==> config.mk <==
export PLATFORM = sky130hd
export DESIGN_NAME = clk_monitor_flat
export DESIGN_NICKNAME = d
export VERILOG_FILES = /design/src/rtl/clk_monitor_if.sv /design/src/rtl/clk_monitor.sv /design/src/flat_wrapper.sv
export SDC_FILE = /design/constraint.sdc
export NUM_CORES = 1
export LEC_CHECK = 0
export ABC_AREA = 1
export CORE_UTILIZATION = 30
export CTS_CLUSTER_DIAMETER = 80
export DETAILED_ROUTE_END_ITERATION = 8
export MAX_ROUTING_LAYER = met4
export SLEW_MARGIN = 20
export SYNTH_ARGS = -nofsm -noshare
export SYNTH_HDL_FRONTEND = slang
export SYNTH_SLANG_ARGS = --single-unit
==> constraint.sdc <==
create_clock -name clk_in -period 4.5 [get_ports clk_in]
set_clock_uncertainty 0.15 [all_clocks]
set_input_delay 0.675 -clock clk_in [delete_from_list [all_inputs] [get_ports clk_in]]
set_output_delay 0.675 -clock clk_in [all_outputs]
set_load 0.02 [all_outputs]
==> src/rtl/clk_monitor_if.sv <==
// clk_monitor_if: control inputs and measurement results of the
// clock monitor, bundled between the stimulus side and the monitor.
interface clk_monitor_if #(
  parameter int CNT_W = 8
);
  logic             en;
  logic             mon_clk;
  logic [CNT_W-1:0] exp_high;
  logic [CNT_W-1:0] exp_low;
  logic [3:0]       tol;
  logic [CNT_W-1:0] meas_high;
  logic [CNT_W-1:0] meas_low;
  logic [CNT_W:0]   period;
  logic             valid;
  logic             mismatch;
  logic             timeout;
  logic [15:0]      periods;

  modport master (
    output en, mon_clk, exp_high, exp_low, tol,
    input  meas_high, meas_low, period,
    input  valid, mismatch, timeout, periods
  );

  modport slave (
    input  en, mon_clk, exp_high, exp_low, tol,
    output meas_high, meas_low, period,
    output valid, mismatch, timeout, periods
  );
endinterface

==> src/rtl/clk_monitor.sv <==
// clk_monitor: measures high/low phases of a divided clock against
// expected lengths; flags deviations and stalled phases.
module clk_monitor #(
  parameter int CNT_W = 8
) (
  input logic          clk_in,
  input logic          rst,
  clk_monitor_if.slave mon_if
);

  typedef enum logic [1:0] {
    IDLE,
    WAIT_RISE,
    MEAS_HIGH,
    MEAS_LOW
  } state_t;

  localparam logic [CNT_W-1:0] CNT_MAX = '1;
  localparam logic [CNT_W-1:0] CNT_ONE = CNT_W'(1);

  state_t           r_state;
  state_t           w_next;
  logic             r_s1;
  logic             r_s2;
  logic             r_d;
  logic             w_rise;
  logic             w_fall;
  logic [CNT_W-1:0] r_cnt;
  logic [CNT_W-1:0] r_meas_high;
  logic [CNT_W-1:0] r_meas_low;
  logic [CNT_W:0]   r_period;
  logic             r_valid;
  logic             r_mismatch;
  logic             r_timeout;
  logic [15:0]      r_periods;
  logic             w_clr;
  logic             w_start;
  logic             w_inc;
  logic             w_sat;
  logic             w_done_hi;
  logic             w_done_lo;
  logic             w_bad_hi;
  logic             w_bad_lo;

  // Distance computed one bit wider so m - e never wraps.
  function automatic logic out_of_tol(
    input logic [CNT_W-1:0] m,
    input logic [CNT_W-1:0] e,
    input logic [3:0]       t
  );
    logic [CNT_W:0] a;
    logic [CNT_W:0] b;
    logic [CNT_W:0] d;
    a = {1'b0, m};
    b = {1'b0, e};
    d = (a >= b) ? (a - b) : (b - a);
    return d > (CNT_W+1)'(t);
  endfunction

  assign w_rise   = r_s2 & ~r_d;
  assign w_fall   = ~r_s2 & r_d;
  assign w_bad_hi = out_of_tol(r_cnt, mon_if.exp_high, mon_if.tol);
  assign w_bad_lo = out_of_tol(r_cnt, mon_if.exp_low, mon_if.tol);

  // Two-flop synchronizer plus delay flop for edge detection.
  always_ff @(posedge clk_in or posedge rst) begin
    if (rst) begin
      r_s1 <= 1'b0;
      r_s2 <= 1'b0;
      r_d  <= 1'b0;
    end else begin
      r_s1 <= mon_if.mon_clk;
      r_s2 <= r_s1;
      r_d  <= r_s2;
    end
  end

  // State register.
  always_ff @(posedge clk_in or posedge rst) begin
    if (rst) r_state <= IDLE;
    else     r_state <= w_next;
  end

  // Next state and datapath strobes; dropping en wins over everything.
  always_comb begin
    w_next    = r_state;
    w_clr     = 1'b0;
    w_start   = 1'b0;
    w_inc     = 1'b0;
    w_sat     = 1'b0;
    w_done_hi = 1'b0;
    w_done_lo = 1'b0;
    if (!mon_if.en) begin
      w_next = IDLE;
    end else begin
      unique case (r_state)
        IDLE: begin
          w_next = WAIT_RISE;
          w_clr  = 1'b1;
        end
        WAIT_RISE: begin
          if (w_rise) begin
            w_next  = MEAS_HIGH;
            w_start = 1'b1;
          end
        end
        MEAS_HIGH: begin
          if (w_fall) begin
            w_next    = MEAS_LOW;
            w_done_hi = 1'b1;
          end else if (r_cnt == CNT_MAX) begin
            w_next = WAIT_RISE;
            w_sat  = 1'b1;
          end else begin
            w_inc = 1'b1;
          end
        end
        MEAS_LOW: begin
          if (w_rise) begin
            w_next    = MEAS_HIGH;
            w_done_lo = 1'b1;
          end else if (r_cnt == CNT_MAX) begin
            w_next = WAIT_RISE;
            w_sat  = 1'b1;
          end else begin
            w_inc = 1'b1;
          end
        end
        default: w_next = IDLE;
      endcase
    end
  end

  // Phase counter, results, sticky flags and period count.
  always_ff @(posedge clk_in or posedge rst) begin
    if (rst) begin
      r_cnt       <= '0;
      r_meas_high <= '0;
      r_meas_low  <= '0;
      r_period    <= '0;
      r_valid     <= 1'b0;
      r_mismatch  <= 1'b0;
      r_timeout   <= 1'b0;
      r_periods   <= '0;
    end else begin
      r_valid <= 1'b0;
      if (w_clr) begin
        r_mismatch <= 1'b0;
        r_timeout  <= 1'b0;
        r_periods  <= '0;
      end
      if (w_start) r_cnt <= CNT_ONE;
      if (w_inc)   r_cnt <= r_cnt + CNT_ONE;
      if (w_sat)   r_timeout <= 1'b1;
      if (w_done_hi) begin
        r_meas_high <= r_cnt;
        r_cnt       <= CNT_ONE;
        if (w_bad_hi) r_mismatch <= 1'b1;
      end
      if (w_done_lo) begin
        r_meas_low <= r_cnt;
        r_period   <= {1'b0, r_meas_high} + {1'b0, r_cnt};
        r_valid    <= 1'b1;
        r_periods  <= r_periods + 16'd1;
        r_cnt      <= CNT_ONE;
        if (w_bad_lo) r_mismatch <= 1'b1;
      end
    end
  end

  assign mon_if.meas_high = r_meas_high;
  assign mon_if.meas_low  = r_meas_low;
  assign mon_if.period    = r_period;
  assign mon_if.valid     = r_valid;
  assign mon_if.mismatch  = r_mismatch;
  assign mon_if.timeout   = r_timeout;
  assign mon_if.periods   = r_periods;

endmodule

==> src/flat_wrapper.sv <==
// flat-port wrapper written by rule: the top's interface ports become plain ports
module clk_monitor_flat 
#(
  parameter int CNT_W = 8
)
  (clk_in, rst, mon_if_en, mon_if_mon_clk, mon_if_exp_high, mon_if_exp_low, mon_if_tol, mon_if_meas_high, mon_if_meas_low, mon_if_period, mon_if_valid, mon_if_mismatch, mon_if_timeout, mon_if_periods);
  clk_monitor_if #(.CNT_W(CNT_W)) mon_if_i ();
  input logic clk_in;
  input logic rst;
  input wire logic [$bits(mon_if_i.en)-1:0] mon_if_en;
  input wire logic [$bits(mon_if_i.mon_clk)-1:0] mon_if_mon_clk;
  input wire logic [$bits(mon_if_i.exp_high)-1:0] mon_if_exp_high;
  input wire logic [$bits(mon_if_i.exp_low)-1:0] mon_if_exp_low;
  input wire logic [$bits(mon_if_i.tol)-1:0] mon_if_tol;
  output wire logic [$bits(mon_if_i.meas_high)-1:0] mon_if_meas_high;
  output wire logic [$bits(mon_if_i.meas_low)-1:0] mon_if_meas_low;
  output wire logic [$bits(mon_if_i.period)-1:0] mon_if_period;
  output wire logic [$bits(mon_if_i.valid)-1:0] mon_if_valid;
  output wire logic [$bits(mon_if_i.mismatch)-1:0] mon_if_mismatch;
  output wire logic [$bits(mon_if_i.timeout)-1:0] mon_if_timeout;
  output wire logic [$bits(mon_if_i.periods)-1:0] mon_if_periods;
  assign mon_if_i.en = mon_if_en;
  assign mon_if_i.mon_clk = mon_if_mon_clk;
  assign mon_if_i.exp_high = mon_if_exp_high;
  assign mon_if_i.exp_low = mon_if_exp_low;
  assign mon_if_i.tol = mon_if_tol;
  assign mon_if_meas_high = mon_if_i.meas_high;
  assign mon_if_meas_low = mon_if_i.meas_low;
  assign mon_if_period = mon_if_i.period;
  assign mon_if_valid = mon_if_i.valid;
  assign mon_if_mismatch = mon_if_i.mismatch;
  assign mon_if_timeout = mon_if_i.timeout;
  assign mon_if_periods = mon_if_i.periods;
  clk_monitor #(.CNT_W(CNT_W)) u_core (.clk_in(clk_in), .rst(rst), .mon_if(mon_if_i));
endmodule
==> results.txt <==
GPL Wtd Cong: 0.877
slowest CP cell: clkdlybuf4s50_1
Yosys top cell by area: dfrtp_1
Power per Cell Area: 425 nW/um2
Crit. End Element: register
crit path launch: mon_if_exp_low[7]
max-slew violation count: 0
dpl ws: 0.340 ns
share of cells above drive strength 1: 4.52%
Skew-Pair Late Insertion Delay: 0.32 ns
I/O pin total: 68
hold-fix buffers at CTS: 0
Post-synth EDFFs: 0
drt first pass iters: 6
VDD IR max: 0.000213 V
CP Class: in2reg
worst slew pin tran: 0.719 ns
htree depth: 3
most frequent CP cell: nand2_1
Die Ht: 125 um
worst r2r path cells: 22
mux cell area share after synthesis: 0.249%
sw frac: 40.3%
DRT iter0 DRCs: 243
CP max stage delay: 0.51 ns
global route overflow: 0
Via density: 4.73
hold crit path type: reg2reg
mean post-synth cell area: 7.14 um2
run status: complete, but fails checks
Leakage: 2.87 nW
wire length per cell: 13.6 um
failing checks: DRC
top cells by area, synth: dfrtp_1, nand2_1, ha_1
final worst slack: 0.638 ns
min cycle time layout: 3.86 ns
simple-gate share of the synthesized area: 25.4%
Die Area: 15600 um2
Root Driver: clkbuf_16
# setup viols final: 0
global-route wire length before repair: 20100 um
most common cell in the netlist: nand2_1
Tot Pwr: 2.42 mW
Netlist cell types: 39
Startpoint Class: input pin
Cell Area, Placed: 5390 um2
combinational cell fraction of total power: 43.7%
Antenna Nets Post-Route: 0
sequential fraction of design power: 27.9%
pin count of the biggest net entering global routing: 37
Final Hold Slack: 0.202 ns
Finished Cell Area: 5690 um2
post-synthesis async set-or-reset flop share: 100%
core area: 14600 um2
sequential share of the synthesized area: 31.6%
via count: 4219
worst setup path end: u_core.mon_if.mismatch
largest family of logic cells by synthesized area: simple AND/OR/NAND/NOR gates
fraction of the mapped netlist area in compound gates: 14.6%
Rows: 44
Post-synth top flop: dfrtp_1
Post-CTS Resized: 0
RSZ-0062 raised after global routing: no
Tcrit/Tclk final: 85.8%
Crit Path Max Fanout: 10
number of global-route vias before repair: 3962
r2r startpoint: u_core.r_cnt[2]
top cell type's share of synthesized area: 31.6%
clock tree buffer depth: 2
internal reg-to-reg setup slack: 0.96 ns
P_sw: 975 uW
Adder-Cell Fraction of Synth Area: 16.1%
Worst EP required: 4.56 ns
Post-synth top cells: nand2_1, inv_1, dfrtp_1
setup_tns: 0 ns
Pint: 1.45 mW
relative slew slack: 52.0%
Sink Count: 57
Die Span X: 125 um
cts bufs inserted: 9
CTS tree: done
Final Hold Viols: 0
Clock Power Share: 28.4%
flop and latch count out of synthesis: 57
port bufs: 67
dpl hpwl: 9290 um
crit-path cells: clkdlybuf4s50_1 > inv_1 > ha_1 > nand2_1 > nor2_1 > a21oi_1 > nand2_4 > o21ai_0 > xor2_1 > inv_1 > ha_1 > a21oi_1 > a21boi_0 > o21ai_0 > nand2_1 > nor2_1 > nand2_1 > nor2_1 > nand2_1 > nand2_1 > nand2_1
initial antenna violation count: 0
final net count: 782
total global-route track usage: 16.7%
total wire length: 12100 um
xor/xnor share of the synthesized area: 2.13%
f_max: 259 MHz
clock-pin transition on the worst setup and hold timing paths: 0.05 ns
reg-to-reg endpoint: u_core.mon_if.mismatch
CP arrival: 3.93 ns
final routed DRC violation total: 12
ANT cells: 0
cells after synthesis: 633
Starting Density: 30.9%
postcts setup bufs: 0
Layout area overhead: 25.9%
synth warn: 0
syn nets: 712
synthesized area: 4520 um2
Max Cap Viol: 0
## per-layer routing
| metal | global-route usage, % | share of wire, % | vias up |
|---|---|---|---|
| met5 | - | 0 | - |
| met4 | 7.19 | 2.6 | 0 |
| met3 | 2.53 | 3.3 | 20 |
| met2 | 26.5 | 46 | 77 |
| met1 | 21.1 | 48 | 1932 |
| li1 | - | - | 2190 |
## area by class of cell
type                            count  area (um2)
Clock buffer                       11         243
Clock inverter                      5        55.1
Fill cell                        1529        8950
Inverter                          109         409
Multi-Input combinational cell    457        2640
Sequential cell                    57        1430
Tap cell                          184         230
Timing Repair Buffer               69         686
## worst min path at each step
stage / from / slack [ns] / end / cells after the start
6_report: u_core.r_s1 / 0.20 / u_core.r_s2 / 0
3_5_place_dp: u_core.r_s1 / 0.19 / u_core.r_s2 / 0
2_1_floorplan: u_core.r_s1 / 0.18 / u_core.r_s2 / 0
4_1_cts: u_core.r_s1 / 0.20 / u_core.r_s2 / 0
3_3_place_gp: u_core.r_s1 / 0.18 / u_core.r_s2 / 0
5_1_grt: u_core.r_s1 / 0.22 / u_core.r_s2 / 0
## worst max-delay path: cells and delay by family
family	cells	cell delay (ns)
adders and majority gates	2	0.69
AOI/OAI and AO/OA	5	0.90
buffers and inverters	3	0.64
xor gates and xnor gates	1	0.17
and+or+nand+nor	10	0.85
## metrics by stage
stage,util (%),std cells
finish,38.9,892
floorplan,-,633
detailed placement,36.8,876
CTS,38.9,892
global route,38.9,892
global placement,36.8,876
## sequential cells by signal, summed over array words and instances (netlist names)
| name | flops |
|---|---|
| u_core.mon_if.meas_high | 8 |
| u_core.mon_if.meas_low | 8 |
| u_core.mon_if.mismatch | 1 |
| u_core.mon_if.period | 9 |
| u_core.mon_if.periods | 16 |
| u_core.mon_if.timeout | 1 |
| u_core.mon_if.valid | 1 |
| u_core.r_cnt | 8 |
| u_core.r_d | 1 |
| u_core.r_s1 | 1 |
| u_core.r_s2 | 1 |
| u_core.r_state | 2 |
## kinds of logic (layout without fill, tap and decap cells)
kind of cell / after synthesis / in the layout
mux: 1 / 1
flops: 57 / 57
fa+ha+maj: 55 / 55
buf+inv: 119 / 194
simple gates: 273 / 273
xor+xnor: 11 / 11
compound gates: 117 / 117
## power by group through the flow
stage	clock (mW)	sequential [mW]	combinational, mW
after floorplan	0	0.704	0.688
after global placement	0	0.682	1.05
after detailed placement	0	0.682	1.06
after CTS	0.696	0.673	1.06
after global routing	0.719	0.682	1.21
final	0.687	0.675	1.06
## placed cells by master, fill, tap and decap left out, drive strengths merged
cell / count
clkdlybuf4s50: 67
a22o: 1
o21ai: 55
buf: 2
o32ai: 4
bufinv: 1
xnor2: 3
a21boi: 1
o22ai: 3
xor2: 8
and2: 1
nor3: 3
inv: 109
nand3b: 1
mux2: 1
ha: 50
o31ai: 1
nor2: 44
fa: 5
a21oi: 40
nand4: 10
nand3: 34
nand2: 179
o211ai: 2
clkinvlp: 2
o221ai: 1
a21o: 1
a31oi: 4
o21a: 3
dfrtp: 57
nor4: 1
o311ai: 1
clkinv: 2
clkbuf: 11
(Power assumes the default switching activity.)
